### src/rtl/mux_rr_arbiter_pkg.sv
// mux_rr_arbiter shared definitions:
// FSM encoding, lane count and helpers.
package mux_rr_arbiter_pkg;

   localparam int N    = 8;
   localparam int SELW = 3;
   localparam int CNTW = 8;

   typedef enum logic {
      IDLE = 1'b0,
      BUSY = 1'b1
   } state_t;

   function automatic logic [N-1:0] onehot(
      input logic [SELW-1:0] idx
   );
      logic [N-1:0] v;
      v      = '0;
      v[idx] = 1'b1;
      return v;
   endfunction

endpackage

### src/rtl/mux_rr_arbiter_if.sv
// Request/grant/data bundle between the
// requesting lanes and the arbiter.
interface mux_rr_arbiter_if;
   import mux_rr_arbiter_pkg::*;

   logic [N-1:0]    req;
   logic            done;
   logic [N-1:0]    din;
   logic [N-1:0]    gnt;
   logic [SELW-1:0] sel;
   logic            valid;
   logic            dout;
   logic            timeout;

   modport master (
      output req,
      output done,
      output din,
      input  gnt,
      input  sel,
      input  valid,
      input  dout,
      input  timeout
   );

   modport slave (
      input  req,
      input  done,
      input  din,
      output gnt,
      output sel,
      output valid,
      output dout,
      output timeout
   );

endinterface

### src/rtl/mux_rr_arbiter_pick.sv
// Round-robin picker: first set request
// strictly after ptr, wrapping back to ptr.
module rr_pick
   import mux_rr_arbiter_pkg::*;
(
   input  logic [N-1:0]    req,
   input  logic [SELW-1:0] ptr,
   output logic            found,
   output logic [SELW-1:0] idx
);

   logic [SELW-1:0] cand;

   // scan ptr+1 .. ptr+8 (mod 8); ptr itself is last
   always_comb begin
      found = 1'b0;
      idx   = '0;
      cand  = '0;
      for (int i = 1; i <= N; i++) begin
         cand = ptr + SELW'(i);
         if (!found && req[cand]) begin
            found = 1'b1;
            idx   = cand;
         end
      end
   end

endmodule

### src/rtl/mux_rr_arbiter.sv
// Round-robin owner of a shared 8:1 mux path
// with hold limit and registered grant/select.
module mux_rr_arbiter
   import mux_rr_arbiter_pkg::*;
#(
   parameter int MAX_HOLD = 16
) (
   input  logic             clk,
   input  logic             rst,
   mux_rr_arbiter_if.slave  bus
);

   state_t          state_q;
   state_t          state_d;
   logic [N-1:0]    gnt_q;
   logic [N-1:0]    gnt_d;
   logic [SELW-1:0] sel_q;
   logic [SELW-1:0] sel_d;
   logic [SELW-1:0] ptr_q;
   logic [SELW-1:0] ptr_d;
   logic [CNTW-1:0] cnt_q;
   logic [CNTW-1:0] cnt_d;
   logic            to_q;
   logic            to_d;

   logic            found;
   logic [SELW-1:0] pick;
   logic            owner_req;
   logic            hold_hit;
   logic            release_c;
   logic            dout_c;

   rr_pick u_pick (
      .req   (bus.req),
      .ptr   (ptr_q),
      .found (found),
      .idx   (pick)
   );

   assign owner_req = bus.req[sel_q];
   assign hold_hit  = (cnt_q == CNTW'(MAX_HOLD - 1));
   assign release_c = bus.done | ~owner_req | hold_hit;

   // state and registered outputs; reset lands
   // ptr on the last lane so lane 0 wins first
   always_ff @(posedge clk or posedge rst) begin
      if (rst) begin
         state_q <= IDLE;
         gnt_q   <= '0;
         sel_q   <= '0;
         ptr_q   <= SELW'(N - 1);
         cnt_q   <= '0;
         to_q    <= 1'b0;
      end else begin
         state_q <= state_d;
         gnt_q   <= gnt_d;
         sel_q   <= sel_d;
         ptr_q   <= ptr_d;
         cnt_q   <= cnt_d;
         to_q    <= to_d;
      end
   end

   // next state: grant from IDLE, release from
   // BUSY; timeout only when the counter alone
   // forced the release
   always_comb begin
      state_d = state_q;
      gnt_d   = gnt_q;
      sel_d   = sel_q;
      ptr_d   = ptr_q;
      cnt_d   = cnt_q;
      to_d    = 1'b0;
      unique case (state_q)
         IDLE: begin
            gnt_d = '0;
            sel_d = '0;
            cnt_d = '0;
            if (found) begin
               state_d = BUSY;
               gnt_d   = onehot(pick);
               sel_d   = pick;
               ptr_d   = pick;
            end
         end
         BUSY: begin
            if (release_c) begin
               state_d = IDLE;
               gnt_d   = '0;
               sel_d   = '0;
               cnt_d   = '0;
               to_d    = hold_hit & ~bus.done
                       & owner_req;
            end else if (cnt_q != CNTW'(MAX_HOLD)) begin
               cnt_d = cnt_q + CNTW'(1);
            end
         end
      endcase
   end

   // shared mux path, gated off without a grant
   always_comb begin
      dout_c = 1'b0;
      if (state_q == BUSY) begin
         unique case (sel_q)
            3'd0: dout_c = bus.din[0];
            3'd1: dout_c = bus.din[1];
            3'd2: dout_c = bus.din[2];
            3'd3: dout_c = bus.din[3];
            3'd4: dout_c = bus.din[4];
            3'd5: dout_c = bus.din[5];
            3'd6: dout_c = bus.din[6];
            3'd7: dout_c = bus.din[7];
         endcase
      end
   end

   assign bus.gnt     = gnt_q;
   assign bus.sel     = sel_q;
   assign bus.valid   = (state_q == BUSY);
   assign bus.dout    = dout_c;
   assign bus.timeout = to_q;

endmodule

### src/flat_wrapper.sv
// flat-port wrapper written by rule: the top's interface ports become plain ports
module mux_rr_arbiter_flat import mux_rr_arbiter_pkg::*;
#(
   parameter int MAX_HOLD = 16
)
  (clk, rst, bus_req, bus_done, bus_din, bus_gnt, bus_sel, bus_valid, bus_dout, bus_timeout);
  mux_rr_arbiter_if bus_i ();
  input  logic clk;
  input  logic rst;
  input wire logic [$bits(bus_i.req)-1:0] bus_req;
  input wire logic [$bits(bus_i.done)-1:0] bus_done;
  input wire logic [$bits(bus_i.din)-1:0] bus_din;
  output wire logic [$bits(bus_i.gnt)-1:0] bus_gnt;
  output wire logic [$bits(bus_i.sel)-1:0] bus_sel;
  output wire logic [$bits(bus_i.valid)-1:0] bus_valid;
  output wire logic [$bits(bus_i.dout)-1:0] bus_dout;
  output wire logic [$bits(bus_i.timeout)-1:0] bus_timeout;
  assign bus_i.req = bus_req;
  assign bus_i.done = bus_done;
  assign bus_i.din = bus_din;
  assign bus_gnt = bus_i.gnt;
  assign bus_sel = bus_i.sel;
  assign bus_valid = bus_i.valid;
  assign bus_dout = bus_i.dout;
  assign bus_timeout = bus_i.timeout;
  mux_rr_arbiter #(.MAX_HOLD(MAX_HOLD)) u_core (.clk(clk), .rst(rst), .bus(bus_i));
endmodule
### config.mk
export PLATFORM = sky130hd
export DESIGN_NAME = mux_rr_arbiter_flat
export DESIGN_NICKNAME = d
export VERILOG_FILES = /design/src/rtl/mux_rr_arbiter_pkg.sv /design/src/rtl/mux_rr_arbiter_if.sv /design/src/rtl/mux_rr_arbiter_pick.sv /design/src/rtl/mux_rr_arbiter.sv /design/src/flat_wrapper.sv
export SDC_FILE = /design/constraint.sdc
export NUM_CORES = 1
export LEC_CHECK = 0
export ABC_AREA = 0
export CAP_MARGIN = 15
export CORE_ASPECT_RATIO = 1.75
export CORE_MARGIN = 2
export CORE_UTILIZATION = 53
export DETAILED_ROUTE_END_ITERATION = 10
export PLACE_DENSITY = 0.8
export SLEW_MARGIN = 5
export SYNTH_ARGS = -nofsm -noshare
export SYNTH_HDL_FRONTEND = slang
export SYNTH_SLANG_ARGS = --single-unit
### constraint.sdc
create_clock -name clk -period 5.24 [get_ports clk]
set_clock_uncertainty 0.1 [all_clocks]
set_input_delay 1.048 -clock clk [delete_from_list [all_inputs] [get_ports clk]]
set_output_delay 1.048 -clock clk [all_outputs]
set_load 0.05 [all_outputs]
==> metrics.md <==
| Metric | Value |
|---|---|
| Slew headroom | `0.251` |
| Hold Fails Final Rpt | `0` |
| Share of post-route cells with drive strength above 1 | `0.146` |
| Violation count after the first detailed-route iteration | `65` |
| Worst path buffer plus inverter count | `2` |
| Clock-pin slew on the worst setup and hold paths | `0.08 ns` |
| WS Path Type | `reg2reg` |
| DR pass1 iterations | `4` |
| R2r setup slk | `roughly 1.2 ns` |
| Initial antenna violation count | `0` |
| Status | `finished, final reports clean` |
| YS warnings | `0` |
| Top cell type's share of synthesized area | `0.247` |
| PwrDens | `~740 nW/um2` |
| Cell taking the most area after synthesis | `dfrtp_1` |
| Critical path's largest stage delay | `around 0.83 ns` |
| FF-to-FF Start | `u_core.ptr_q[0]` |
| Pleak | `1.01 nW` |
| Worst-path cell chain | `inv_1, ha_1, inv_1, mux4_2, a32oi_1, nor4_2, nor3_1, o22ai_1, a32o_1` |
| Die area | `roughly 4600 um2` |
| Die Y-Extent | `between 80 and 90 um` |
| Fillers | `just over 300` |
| Reg-to-reg endpoint | `u_core.bus.gnt[2]` |
| Final nets | `between 200 and 300` |
| RSZ-0062 raised after global routing | `false` |
| Register area share after synthesis | `0.284` |
| Crit-path leading delay family | `compound AO/OA/AOI/OAI gates` |
| Number of setup buffers added after CTS | `0` |
| Initial Util | `0.550` |
| Hold Path Class | `reg2reg` |
| Synth unique cells | `between 50 and 60` |
| Syn avg cell area | `approximately 10 um2` |
| Routed length per instance | `between 15 and 20 um` |
| Final Core Density | `0.645` |
| HPWL after detailed placement | `between 4 and 5 mm` |
| Clk_lat worst skew | `approximately 0.27 ns` |
| Cell Area, Synth | `between 2000 and 2500 um2` |
| Io pins | `33` |
| Req. time, crit path | `between 5 and 6 ns` |
| Seq cells post-synth | `24` |
| Post-CTS resize count | `0` |
| Worst R2R Path Depth | `9` |
| RD Place Congestion | `between 0.9 and 1` |
| CORE AREA | `~3900 um2` |
| Row count | `30` |
| Cts bufs inserted | `3` |
| Global-route wire length before repair | `8.78 mm` |
| Clock root cell | `clkbuf_8` |
| Number of flops mapped to enable cells by yosys | `0` |
| IO buf count | `32` |
| Setup violations, final | `0` |
| Via Count | `1,851` |
| Number of global-route vias before repair | `between 1,500 and 2,000` |
| GRT overflow | `0` |
| Min Tclk post-route | `just over 4 ns` |
| Antenna Cells | `0` |
| Most used cell, CP | `inv_1` |
| Worst Setup Start Kind | `flop` |
| MaxCap Viol Count | `0` |
| Post-synthesis cell count | `between 200 and 250` |
| CTS tree | `done` |
| Period utilization | `0.776` |
| Largest cells by area after synthesis | `dfrtp_1 25%, mux4_2 18%, mux2i_1 5.7%` |
| Pins Over Slew Limit | `0` |
| Die extent in x | `around 52 um` |
| Max Clk Rate | `about 250 MHz` |
| Largest net degree at the start of global routing | `25` |
| CTS max path bufs | `2` |
| VDD IR-drop max | `approximately 550 uV` |
| Hold-fix buffers, CTS | `0` |
| Synthesized netlist net count | `230` |
| Drt total wl | `5.24 mm` |
| Worst Path Arrival | `about 4.1 ns` |
| Most common cell after layout, fill and taps aside | `clkdlybuf4s50_1` |
| Hold Startpoint | `u_core.bus.gnt[5]` |
| Clock tree sinks | `24` |
| Routed Antenna Nets | `0` |
| CP Capture Type | `flop` |
| Area delta synth->final | `17.4%` |
| Hold EP | `u_core.bus.gnt[5]` |
| H-tree depth | `1` |
| Async S/R FF share, synth | `1.00` |
| Number of vias per cell | `~6.6` |
| Setup_tns | `0 ns` |
| Hold path depth | `2` |
| DRC viols | `0` |
| Worst slew pin tran | `about 1.1 ns` |
| Most used DFF post-synth | `dfrtp_1` |
| GRT Util Overall | `0.258` |
| Crit path max-delay cell type | `dfstp_2` |
| CP Max Fanout | `16` |
| Most frequent cells in the layout | `32 x clkdlybuf4s50_1, 21 x dfrtp_1, 20 x nor2_1` |
==> layer usage <==
| layer | GRT usage | routed length, um | vias up |
|---|---|---|---|
| met4 | 0.175 | 286 | 0 |
| met5 | 0 | 0 | - |
| met3 | 0.0102 | 140 | 22 |
| met1 | 0.272 | 1870 | 926 |
| met2 | 0.474 | 2940 | 64 |
| li1 | - | - | 839 |
==> logic make-up after synthesis <==
logic type,after synthesis,share of synthesized area
and+or+nand+nor,72,0.177
AOI/OAI and AO/OA,41,0.147
muxes,34,0.276
DFF,24,0.284
buffers and inverters,22,0.0518
xor gates and xnor gates,10,0.0412
adders and majority gates,4,0.0236
==> layout make-up <==
cell class                      instances  area [um2]  area share
Multi-Input combinational cell        161        1410       0.565
Timing Repair Buffer                   32         320       0.128
Tap cell                               48        60.1      0.0241
Inverter                               12        45.0      0.0181
Sequential cell                        24         604       0.242
Clock buffer                            4        55.1      0.0221
==> metrics by stage <==
step                total power [mW]  area (um2)  worst slack (ns)  hold slack (ns)  cells
global placement                1.68        2440              1.28            0.363    277
CTS                             1.83        2490              1.20            0.390    281
global route                    1.96        2490             0.911            0.417    281
floorplan                       1.41        2120              1.63            0.411    207
detailed placement              1.70        2440              1.22            0.371    277
finish                          1.83        2490              1.18            0.383    281
==> worst max-delay path by stage <==
stage | endpoint | cells after the start | from
finish | u_core.bus.gnt[2] | 9 | u_core.ptr_q[0]
global route | u_core.bus.gnt[7] | 9 | u_core.ptr_q[0]
CTS | u_core.bus.gnt[6] | 9 | u_core.ptr_q[0]
detailed placement | u_core.bus.gnt[7] | 8 | bus_req[6]
global placement | u_core.bus.gnt[6] | 9 | u_core.ptr_q[0]
floorplan | u_core.ptr_q[2] | 11 | u_core.ptr_q[1]
==> synthesized netlist by cell type, types with 2 or more instances <==
master	n
a22o_1	3
nand2_1	17
a21oi_1	5
o21ai_0	4
mux2i_1	12
ha_1	4
nor2b_1	3
nor2_1	20
a31oi_1	2
and3_1	3
a32o_1	5
mux4_2	17
inv_1	12
mux2_2	3
xnor2_1	4
nand3b_1	3
buf_2	3
clkbuf_1	5
nor3_1	3
dfstp_2	3
a211oi_1	2
and2_1	4
dfrtp_1	21
o22ai_1	2
xor2_1	6
a22oi_1	2
nor4_1	3
nand3_1	4
o31ai_1	4
o22a_1	3
nand2b_1	4
==> tightest hold or removal path, stage by stage, from the launching register on <==
cell and delay, ns:
dfrtp_1 0.35, nand2_1 0.05, o31ai_1 0.05
==> state kept, by name, indices dropped and copies added, names as in the netlist <==
| signal | flops |
|---|---|
| u_core.bus.gnt | 8 |
| u_core.bus.sel | 3 |
| u_core.bus.timeout | 1 |
| u_core.bus.valid | 1 |
| u_core.cnt_q | 8 |
| u_core.ptr_q | 3 |
==> where the power goes <==
| group | total, mW | switching (mW) | internal, mW |
|---|---|---|---|
| combinational | 1.34 | 0.765 | 0.575 |
| sequential | 0.367 | 0.125 | 0.242 |
| clock | 0.126 | 0.0591 | 0.0672 |
No activity file was read; power rests on OpenSTA's default activity.
